[src/rtl/tetris_pkg.sv]
// Shared types for the Tetris move scheduler: command opcodes, joystick direction
// and horizontal auto-shift states, plus a width helper for the repeat counters.
package tetris_pkg;

  typedef enum logic [1:0] {
    CMD_LEFT  = 2'b00,
    CMD_RIGHT = 2'b01,
    CMD_DOWN  = 2'b10,
    CMD_ROT   = 2'b11
  } cmd_op_t;

  typedef enum logic [1:0] {
    DIR_NONE,
    DIR_LEFT,
    DIR_RIGHT
  } dir_t;

  typedef enum logic [1:0] {
    H_IDLE,
    H_DAS,
    H_REPEAT
  } hfsm_t;

  function automatic int max_int(input int a, input int b);
    return (a > b) ? a : b;
  endfunction

endpackage

[src/rtl/tetris_debounce.sv]
// Two-flop synchroniser followed by a counter debouncer: the output level follows
// the button only after DEBOUNCE_CYC consecutive samples disagree with it.
module tetris_debounce #(
  parameter int DEBOUNCE_CYC = 500_000
) (
  input  logic clk,
  input  logic reset_n,
  input  logic btn_i,
  output logic level_o
);

  localparam int CW = $clog2(DEBOUNCE_CYC + 1);

  logic          sync1_q;
  logic          sync2_q;
  logic          level_q;
  logic [CW-1:0] cnt_q;

  // NOTE: clocked state uses non-blocking assignments so every flop samples
  // the pre-edge values of its neighbours, as the hardware does.
  always_ff @(posedge clk or negedge reset_n) begin
    if (!reset_n) begin
      sync1_q <= 1'b0;
      sync2_q <= 1'b0;
      level_q <= 1'b0;
      cnt_q   <= '0;
    end else begin
      sync1_q <= btn_i;
      sync2_q <= sync1_q;
      if (sync2_q == level_q) begin
        cnt_q <= '0;
      end else if (cnt_q == CW'(DEBOUNCE_CYC - 1)) begin
        level_q <= sync2_q;
        cnt_q   <= '0;
      end else begin
        cnt_q <= cnt_q + 1'b1;
      end
    end
  end

  assign level_o = level_q;

endmodule

[src/rtl/tetris_move_scheduler.sv]
// Converts joystick X samples and rotate/drop buttons into LEFT/RIGHT/DOWN/ROT
// commands with DAS/ARR auto-shift, soft-drop repeat and a valid/ready output.
module tetris_move_scheduler
  import tetris_pkg::*;
#(
  parameter int ADC_W        = 12,
  parameter int LEFT_THRESH  = 1024,
  parameter int RIGHT_THRESH = 3072,
  parameter int HYST         = 128,
  parameter int DEBOUNCE_CYC = 500_000,
  parameter int DAS_DELAY    = 8_000_000,
  parameter int ARR_PERIOD   = 2_500_000,
  parameter int DROP_PERIOD  = 2_000_000
) (
  input  logic             clk,
  input  logic             reset_n,
  input  logic             enable,
  input  logic [ADC_W-1:0] adc_x,
  input  logic             adc_valid,
  input  logic             btn_rotate,
  input  logic             btn_drop,
  input  logic             cmd_ready,
  output logic             cmd_valid,
  output logic [1:0]       cmd_op,
  output logic             soft_drop
);

  localparam int HCW = $clog2(max_int(DAS_DELAY, ARR_PERIOD) + 1);
  localparam int DCW = $clog2(DROP_PERIOD + 1);

  localparam logic [ADC_W-1:0] LEFT_ON   = ADC_W'(LEFT_THRESH);
  localparam logic [ADC_W-1:0] LEFT_OFF  = ADC_W'(LEFT_THRESH + HYST);
  localparam logic [ADC_W-1:0] RIGHT_ON  = ADC_W'(RIGHT_THRESH);
  localparam logic [ADC_W-1:0] RIGHT_OFF = ADC_W'(RIGHT_THRESH - HYST);

  logic rot_lvl, drop_lvl;
  logic rot_prev_q, drop_prev_q;
  dir_t dir_q, dir_d, dir_prev_q;
  hfsm_t hstate_q, hstate_d;
  logic [HCW-1:0] hcnt_q, hcnt_d;
  logic [DCW-1:0] dcnt_q, dcnt_d;
  logic drop_act_q, drop_act_d;
  logic pend_rot_q, pend_rot_d, pend_h_q, pend_h_d, pend_down_q, pend_down_d;
  logic cmd_valid_q, cmd_valid_d, soft_drop_q, soft_drop_d;
  cmd_op_t cmd_op_q, cmd_op_d;
  logic set_rot, set_h, set_down, h_req, dir_trig;

  tetris_debounce #(.DEBOUNCE_CYC(DEBOUNCE_CYC)) u_db_rot (
    .clk(clk), .reset_n(reset_n), .btn_i(btn_rotate), .level_o(rot_lvl));
  tetris_debounce #(.DEBOUNCE_CYC(DEBOUNCE_CYC)) u_db_drop (
    .clk(clk), .reset_n(reset_n), .btn_i(btn_drop), .level_o(drop_lvl));

  // Shifts fire on the event of dir leaving NONE, so a re-enable while the
  // stick is still deflected does not produce a spurious move.
  assign dir_trig = (dir_q != DIR_NONE) && (dir_prev_q == DIR_NONE);
  assign h_req    = pend_h_q && (dir_q != DIR_NONE);
  assign set_rot  = enable && rot_lvl && !rot_prev_q;

  // NOTE: every always_comb output gets a default first; a path that leaves
  // one unassigned would otherwise infer a latch.
  always_comb begin
    dir_d = dir_q;
    if (adc_valid) begin
      case (dir_q)
        DIR_NONE:  if (adc_x < LEFT_ON) dir_d = DIR_LEFT;
                   else if (adc_x > RIGHT_ON) dir_d = DIR_RIGHT;
        DIR_LEFT:  if (adc_x >= LEFT_OFF) dir_d = DIR_NONE;
        DIR_RIGHT: if (adc_x <= RIGHT_OFF) dir_d = DIR_NONE;
        default:   dir_d = DIR_NONE;
      endcase
    end

    set_h    = 1'b0;
    hstate_d = hstate_q;
    hcnt_d   = hcnt_q;
    if (!enable || dir_q == DIR_NONE) begin
      hstate_d = H_IDLE;
    end else if (dir_trig) begin
      set_h    = 1'b1;
      hcnt_d   = HCW'(DAS_DELAY - 1);
      hstate_d = H_DAS;
    end else if (hstate_q != H_IDLE) begin
      if (hcnt_q == '0) begin
        set_h    = 1'b1;
        hcnt_d   = HCW'(ARR_PERIOD - 1);
        hstate_d = H_REPEAT;
      end else begin
        hcnt_d = hcnt_q - 1'b1;
      end
    end

    set_down   = 1'b0;
    drop_act_d = drop_act_q;
    dcnt_d     = dcnt_q;
    if (!enable || !drop_lvl) begin
      drop_act_d = 1'b0;
    end else if (!drop_prev_q) begin
      set_down   = 1'b1;
      drop_act_d = 1'b1;
      dcnt_d     = DCW'(DROP_PERIOD - 1);
    end else if (drop_act_q) begin
      if (dcnt_q == '0) begin
        set_down = 1'b1;
        dcnt_d   = DCW'(DROP_PERIOD - 1);
      end else begin
        dcnt_d = dcnt_q - 1'b1;
      end
    end

    // Arbitration: rotate > horizontal > down; a new request wins over the clear.
    pend_rot_d  = pend_rot_q;
    pend_h_d    = h_req;
    pend_down_d = pend_down_q;
    cmd_valid_d = cmd_valid_q;
    cmd_op_d    = cmd_op_q;
    if (!enable) begin
      pend_rot_d  = 1'b0;
      pend_h_d    = 1'b0;
      pend_down_d = 1'b0;
      cmd_valid_d = 1'b0;
    end else begin
      if (!cmd_valid_q || cmd_ready) begin
        cmd_valid_d = 1'b1;
        if (pend_rot_q) begin
          cmd_op_d   = CMD_ROT;
          pend_rot_d = 1'b0;
        end else if (h_req) begin
          cmd_op_d = (dir_q == DIR_LEFT) ? CMD_LEFT : CMD_RIGHT;
          pend_h_d = 1'b0;
        end else if (pend_down_q) begin
          cmd_op_d    = CMD_DOWN;
          pend_down_d = 1'b0;
        end else begin
          cmd_valid_d = 1'b0;
        end
      end
      pend_rot_d  = pend_rot_d | set_rot;
      pend_h_d    = pend_h_d | set_h;
      pend_down_d = pend_down_d | set_down;
    end

    soft_drop_d = drop_lvl && enable;
  end

  always_ff @(posedge clk or negedge reset_n) begin
    if (!reset_n) begin
      rot_prev_q  <= 1'b0;
      drop_prev_q <= 1'b0;
      dir_q       <= DIR_NONE;
      dir_prev_q  <= DIR_NONE;
      hstate_q    <= H_IDLE;
      hcnt_q      <= '0;
      dcnt_q      <= '0;
      drop_act_q  <= 1'b0;
      pend_rot_q  <= 1'b0;
      pend_h_q    <= 1'b0;
      pend_down_q <= 1'b0;
      cmd_valid_q <= 1'b0;
      cmd_op_q    <= CMD_LEFT;
      soft_drop_q <= 1'b0;
    end else begin
      rot_prev_q  <= rot_lvl;
      drop_prev_q <= drop_lvl;
      dir_q       <= dir_d;
      dir_prev_q  <= dir_q;
      hstate_q    <= hstate_d;
      hcnt_q      <= hcnt_d;
      dcnt_q      <= dcnt_d;
      drop_act_q  <= drop_act_d;
      pend_rot_q  <= pend_rot_d;
      pend_h_q    <= pend_h_d;
      pend_down_q <= pend_down_d;
      cmd_valid_q <= cmd_valid_d;
      cmd_op_q    <= cmd_op_d;
      soft_drop_q <= soft_drop_d;
    end
  end

  assign cmd_valid = cmd_valid_q;
  assign cmd_op    = cmd_op_q;
  assign soft_drop = soft_drop_q;

endmodule
[config.mk]
export PLATFORM = sky130hd
export DESIGN_NAME = tetris_move_scheduler
export DESIGN_NICKNAME = d
export VERILOG_FILES = /design/src/rtl/tetris_pkg.sv /design/src/rtl/tetris_debounce.sv /design/src/rtl/tetris_move_scheduler.sv
export SDC_FILE = /design/constraint.sdc
export NUM_CORES = 1
export LEC_CHECK = 0
export CORE_UTILIZATION = 45
export DETAILED_ROUTE_END_ITERATION = 8
export GPL_TIMING_DRIVEN = 0
export PLACE_DENSITY_LB_ADDON = 0.2
export SETUP_SLACK_MARGIN = 0.3
export SYNTH_ARGS = -nofsm -noshare
export SYNTH_HDL_FRONTEND = slang
export SYNTH_SLANG_ARGS = --single-unit
[constraint.sdc]
create_clock -name clk -period 6.9 [get_ports clk]
set_input_delay 1.035 -clock clk [delete_from_list [all_inputs] [get_ports clk]]
set_output_delay 1.035 -clock clk [all_outputs]
set_load 0.03 [all_outputs]
---- Word-level counts from Yosys, hierarchy flattened ----
Cells that the tools add are included.
storage, ports and cells
  bits in registers ....................... 104
  bits of input ports ..................... 19
  output and inout port bits .............. 4
  word-level logic and storage cells ...... 128
cells by class
  add/subtract/negate cells ............... 4
  order comparisons ....................... 4
  eq/ne operators ......................... 12
  muxes and demuxes ....................... 50
  bitwise gates (word level) .............. 7
  reduce and logical (&&, ||, !) cells .... 29
operator list
  kind                   number
  $mux 19                4
  $mux 23                3
  $mux 21                3
  $add 19x1->19 const B  2
  $eq 19x19->1 const B   2
  $mux 1                 28
  $logic_not 23->1       1
  $sub 23x1->23 const B  1
  $mux 2                 11
  $logic_not 21->1       1
  $sub 21x1->21 const B  1
  $ge 12x11->1 const B   1
  $gt 12x12->1 const B   1
  $le 12x12->1 const B   1
  $lt 12x11->1 const B   1
  $reduce_and 2->1       5
  $reduce_bool 3->1      3
  $ne 2x1->1 const B     3
  $pmux 2 s3             1
  $reduce_bool 2->1      3
  $logic_and 1x1->1      5
  $logic_not 1->1        4
  $logic_not 2->1        2
  $ne 2x2->1 const B     2
  9 further kinds        17

---- Longest topological paths before layout ----
  word-level depth ........................ 8
  depth in mapped cells ................... 9
  gate-level depth less buffers ........... 7

---- Cells and area by module ----
A second synthesis with hierarchy kept.
second synthesis, totals
  cells, all modules ...................... 571
  area total of the unflattened synthesis .. 5376.4 um^2
by module, submodules not included
  module                 times used  cells each  area an instance (um^2)  seq. area each (um^2)
  tetris_move_scheduler  1           361         3216.8                   1501.4
  tetris_debounce        2           105         1079.8                   550.5

---- Least setup slack after synthesis ----
Ideal clock, no wire load.
  path type ............................... register to register
  start point ............................. register dcnt_q[3]
  end point ............................... register dcnt_q[9]
  setup time .............................. 0.121 ns
  arrival time ............................ 2.164 ns
  data required time ...................... 6.779 ns
  setup slack ............................. 4.615 ns
  cell stages (with the launch flop) ...... 8
  buffers on the path ..................... 2
  clock period less this slack ............ 2.285 ns
  cell sequence ........................... dfrtp_1 or4_4 or4b_1 buf_6 o21ai_4 buf_6 o21ai_0 a22o_1
on the way
  cells in the longest elaborated chain, start to end .. 4
  elaborated cells on any way between the ends .. 5
  those cells by class .................... add/sub: 1; mux: 3; reduce/logical: 1
ends and longest elaborated chain
  what                                                      line                                                        RTL
  start: declaration                                        tetris_move_scheduler.sv:41                                 logic [DCW-1:0] dcnt_q, dcnt_d;
  start signal: assignment                                  tetris_move_scheduler.sv:168                                dcnt_q <= dcnt_d;
  $sub 21x1->21 / $logic_not 21->1 (equally long branches)  tetris_move_scheduler.sv:106, tetris_move_scheduler.sv:102
  $mux 21 (*)                                               tetris_move_scheduler.sv:102                                if (dcnt_q == '0) begin
  $mux 21 (*)                                               tetris_move_scheduler.sv:101                                end else if (drop_act_q) begin
  $mux 21 (*)                                               tetris_move_scheduler.sv:97                                 end else if (!drop_prev_q) begin
Every way passes the cells marked *; elsewhere a longest branch is shown, timed or not. The select of a mux whose other input is x is not followed.
A chain may end at the register's enable or synchronous reset.

---- Worst setup path in the final report ----
  start point ............................. input enable
  end point ............................... register hcnt_q[15]
on the way
  cells in the longest elaborated chain, start to end .. 4
ends and longest elaborated chain
  what                        line                          RTL
  start: declaration          tetris_move_scheduler.sv:17   input logic enable,
  $logic_not 1->1             -
  $logic_or 1x1->1            tetris_move_scheduler.sv:76   if (!enable || dir_q == DIR_NONE) begin
  $not 1->1 (no line)         -
  $reduce_and 2->1 (no line)  -
  end signal: assignment      tetris_move_scheduler.sv:167  hcnt_q <= hcnt_d;
  end: declaration            tetris_move_scheduler.sv:40   logic [HCW-1:0] hcnt_q, hcnt_d;
No other way between the ends.

==> metrics list <==
- Height of the chip: 110 um
- Post-synthesis average cell area: 9.51 um^2
- Sequential fraction of design power: 52.7%
* Proportion of synthesized flip-flops having asynchronous set or reset: 100%
- Together, buffers and inverters on the worst path number 2.
- Count of different cell masters after synthesis: 61
- No sink is reached through more buffers than the 2 on the longest clock path.
- Routability cong.: 0.817
- Startpoint kind of the worst setup timing path: input pin
- During placement, the flow inserted port buffers numbering 22.
- Relative area change from synthesis to final layout: 13.6%
- Yosys printed 0 warnings.
* Fraction of the core area covered by cells at the end of the flow: 52.3%
- Hold Path Class: flop to flop
- Reported leakage power: 2.50 nW
- In this design, the stage delay of the slowest critical-path cell is 0.64 ns.
- Among the stages of the critical path, the cell type that occurs most often is sky130_fd_sc_hd__o21ai_0.
* Crit path kind: input pin to flop
- Most used flip-flop cell after synthesis: sky130_fd_sc_hd__dfrtp_1
* Post-synth EDFFs: 0
- Global-route congestion overflow total: 0
- First-iteration detailed-routing DRC count: 202
* Part of the Yosys area used for sequential elements: 49.7%
- The first global-routing pass estimated 18.1 mm of wire.
- H-tree levels: 3
- Clock latency at the later pin of the worst-skew pair: 0.36 ns
* Pint: 0.936 mW
- Number of inserted diodes: 0
- Detailed-placement wirelength estimate: 7.45 mm
- For this run, the detailed router's first-pass iteration total came to 4.
- Placeable core region: 11,400 um^2
- Global routing used 31.0% of the available met2 tracks.
- Setup repair after global routing left no endpoint under its margin.
- In the synthesized netlist, the number of instances is 550.
* CP Cell Sequence: clkdlybuf4s50_1 -> o21ai_0 -> a21oi_1 -> clkbuf_1 -> o21ai_0 -> a21o_1
- STA puts the critical path data arrival time at 3.34 ns.
- The number of nets in the synthesized netlist is 574.
- Max Clock Skew: 0.0106 ns
- Remaining routing DRC violations: 0
- Flop2flop setup slack: 3.86 ns
- Grouping stages by cell kind, the critical path spends the most delay in compound AO/OA/AOI/OAI gates.
- Once layout is complete, the cells apart from fillers number 732.
* Number of instances resized during post-cts repair: 0
* Post-DR wirelength/cell: 14.6 um
- Setup violations remaining at the end of the flow were counted as 0.
- Total CTS buffers: 9
- Worst supply voltage drop on vdd: 0.000179 V
- Global routing consumed, on the met1 layer, 25.1% of the routing resources.
- After detailed routing, the number of vias per cell comes to 5.65.
* Final period utilization: 44.8%
* Biggest fanout along the worst timing path: 10
* Cell with the largest stage delay on the worst path: sky130_fd_sc_hd__a21oi_1
* Count of hold-fix buffers inserted at cts: 0
- In this run the horizontal extent of the chip is 110 um.
* Peak clock frequency supported by timing: 324 MHz
* Core Rows: 39
- Via total after detailed routing: 4,134
- Number of max-slew violations in the final report: 0
- Min Hold Slack: 0.360 ns
* Total die area: 12,100 um^2
- Post-CTS setup buffer count: 0
- Nets: 608
* Number of hold violations in the final report: 0
- The smallest clock period supported by the final layout is computed as 3.09 ns.
- Once placement completed, the tool counted placed cells totaling 716.
- After synthesis the netlist holds a flip-flop and latch count of 104.
* Combined global-route utilization of all metal layers: 19.4%
- Net load switching power: 0.354 mW
* Number of max-cap violations: 0
- CTS Sinks: 104
- Initial Util: 46.0%
- Summed over all failing endpoints, the final setup total negative slack is 0 ns.
- Most common cell after layout, fill and taps aside: sky130_fd_sc_hd__dfrtp_1
- The initial antenna violation count is 0.
- Cells with a size suffix above 1 make up 6.45% of the layout.
- In this run the power density over the cells is 217 nW/um^2.
- Per report_power, the combinational group accounts for 8.9% of the total.
- Via count of the first global-routing pass: 3,939
- Number of top-level pins: 23
- Entering global routing, the biggest net connects 54 pins.
- Endpoint kind of the worst setup timing path: flop
- Actual slew at the worst max-slew pin: 1.21 ns
* Final wirelength: 10.7 mm
- Gr busiest metal: met2
- The root buffer cell chosen for the clock tree is sky130_fd_sc_hd__clkbuf_16.
* Number of nets with antenna violations after routing: 0
- Clock-pin slew was measured on the worst setup and hold paths at 0.07 ns.
- TritonCTS built the clock tree.
* Headroom to the max-slew limit: 19.3%
* Count of fill cells added during filler insertion: 1,028
- The clock network burns 38.4% of the power.
- Net switching is 27.4% of the power.
- Post-synthesis instance area: 5230 um^2
- Commonest cells after routing, fill and taps aside: 104 x sky130_fd_sc_hd__dfrtp_1, 75 x sky130_fd_sc_hd__nor2_1, 43 x sky130_fd_sc_hd__nand2_1, 43 x sky130_fd_sc_hd__o21ai_0, 28 x sky130_fd_sc_hd__nor3_1
- The flow ran to the end, and the final reports show no timing, DRC or antenna violations.
- CP Data Required Time: 7.15 ns
- For met3 alone, demand over resource in global routing was 4.68%.
## power by group through the flow
stage          combinational (mW)  sequential [mW]  clock (mW)
2_1_floorplan              0.0700            0.682           0
3_3_place_gp                0.111            0.689           0
3_5_place_dp                0.117            0.689           0
4_1_cts                     0.116            0.678       0.514
5_1_grt                     0.131            0.685       0.536
6_report                    0.115            0.679       0.496
## flip-flops by register name, summed over array words and instances (netlist names), 2 cells and up
signal	flops
dcnt_q	21
u_db_drop.cnt_q	19
dir_prev_q	2
cmd_op	2
hstate_q	2
dir_q	2
u_db_rot.cnt_q	19
hcnt_q	23
## per-stage QoR
stage          instance area, um^2  setup WS, ns  power, mW
2_1_floorplan                 5230          4.61      0.752
3_3_place_gp                  5630         0.826      0.800
3_5_place_dp                  5660          3.43      0.806
4_1_cts                       5940          3.82       1.31
5_1_grt                       5940          3.58       1.35
6_report                      5940          3.81       1.29
## worst reg2reg max path, delay by kind of cell (launching register included)
family                 cells  cell delay [ns]
AOI/OAI and AO/OA          3             1.53
and+or+nand+nor            2             0.90
buffers and inverters      1             0.15
DFF                        1             0.36
## routing by layer
metal	wire, um	vias up	share of wire (%)
li1	-	2045	-
met1	5080	1995	48
met2	4910	80	46
met3	462	14	4.3
met4	207	0	1.9
met5	0	-	0
## logic make-up (layout without fill, tap and decap cells)
family	after synthesis	after routing	share of synthesized area [%]
flops	104	104	49.7
buf+inv	31	70	2.70
fa+ha+maj	5	5	1.20
xor+xnor	40	40	6.70
simple gates	244	244	23.4
compound gates	121	121	15.3
mux	5	5	1.00
## cells in the mapped netlist (all sizes together), types with 3 or more instances
cell    instances  area (um^2)
dfrtp         104         2600
nor2           75          282
o21ai          44          231
nand2          43          161
nor3           28          140
a21oi          25          125
xor2           22          193
nor4           20          131
nand3          18         90.1
xnor2          18          158
inv            16         60.1
nand4          14         87.6
clkbuf         11         42.5
a21o            7         52.6
nand2b          7         43.8
o22a            6         53.8
and2            5         31.3
and3            5         31.3
and4            5         43.8
ha              5         62.6
o31ai           5         37.5
or3             5         32.5
buf             4         38.8
o21a            4         30.0
or4             4         33.8
a22o            3         26.3
mux2i           3         30.0
nand4b          3         26.3
nor2b           3         18.8
o211ai          3         27.5
o31a            3         26.3
o41ai           3         33.8
or2             3         18.8
## area by class of cell
| cell class | instances | area [um^2] | share of cell area, % |
|---|---|---|---|
| clock inverter | 7 | 62.6 | 1.05 |
| inverter | 16 | 60.1 | 1.01 |
| timing repair buffer | 23 | 245 | 4.13 |
| sequential | 104 | 2600 | 43.8 |
| tap | 143 | 179 | 3.01 |
| buffer | 15 | 81.3 | 1.37 |
| clock buffer | 9 | 225 | 3.79 |
| multi-input combinational | 415 | 2490 | 41.9 |
## worst paths after layout
path	end	from	cells after the start
max in group asynchronous	hstate_q[0]	reset_n	2
min in group asynchronous	dcnt_q[4]	reset_n	1
setup reg to reg	hcnt_q[14]	hcnt_q[14]	6
hold / removal	u_db_rot.sync2_q	u_db_rot.sync1_q	0
hold reg to reg	u_db_rot.sync2_q	u_db_rot.sync1_q	0
setup / recovery	hcnt_q[15]	enable	6
(Power assumes the default switching activity.)
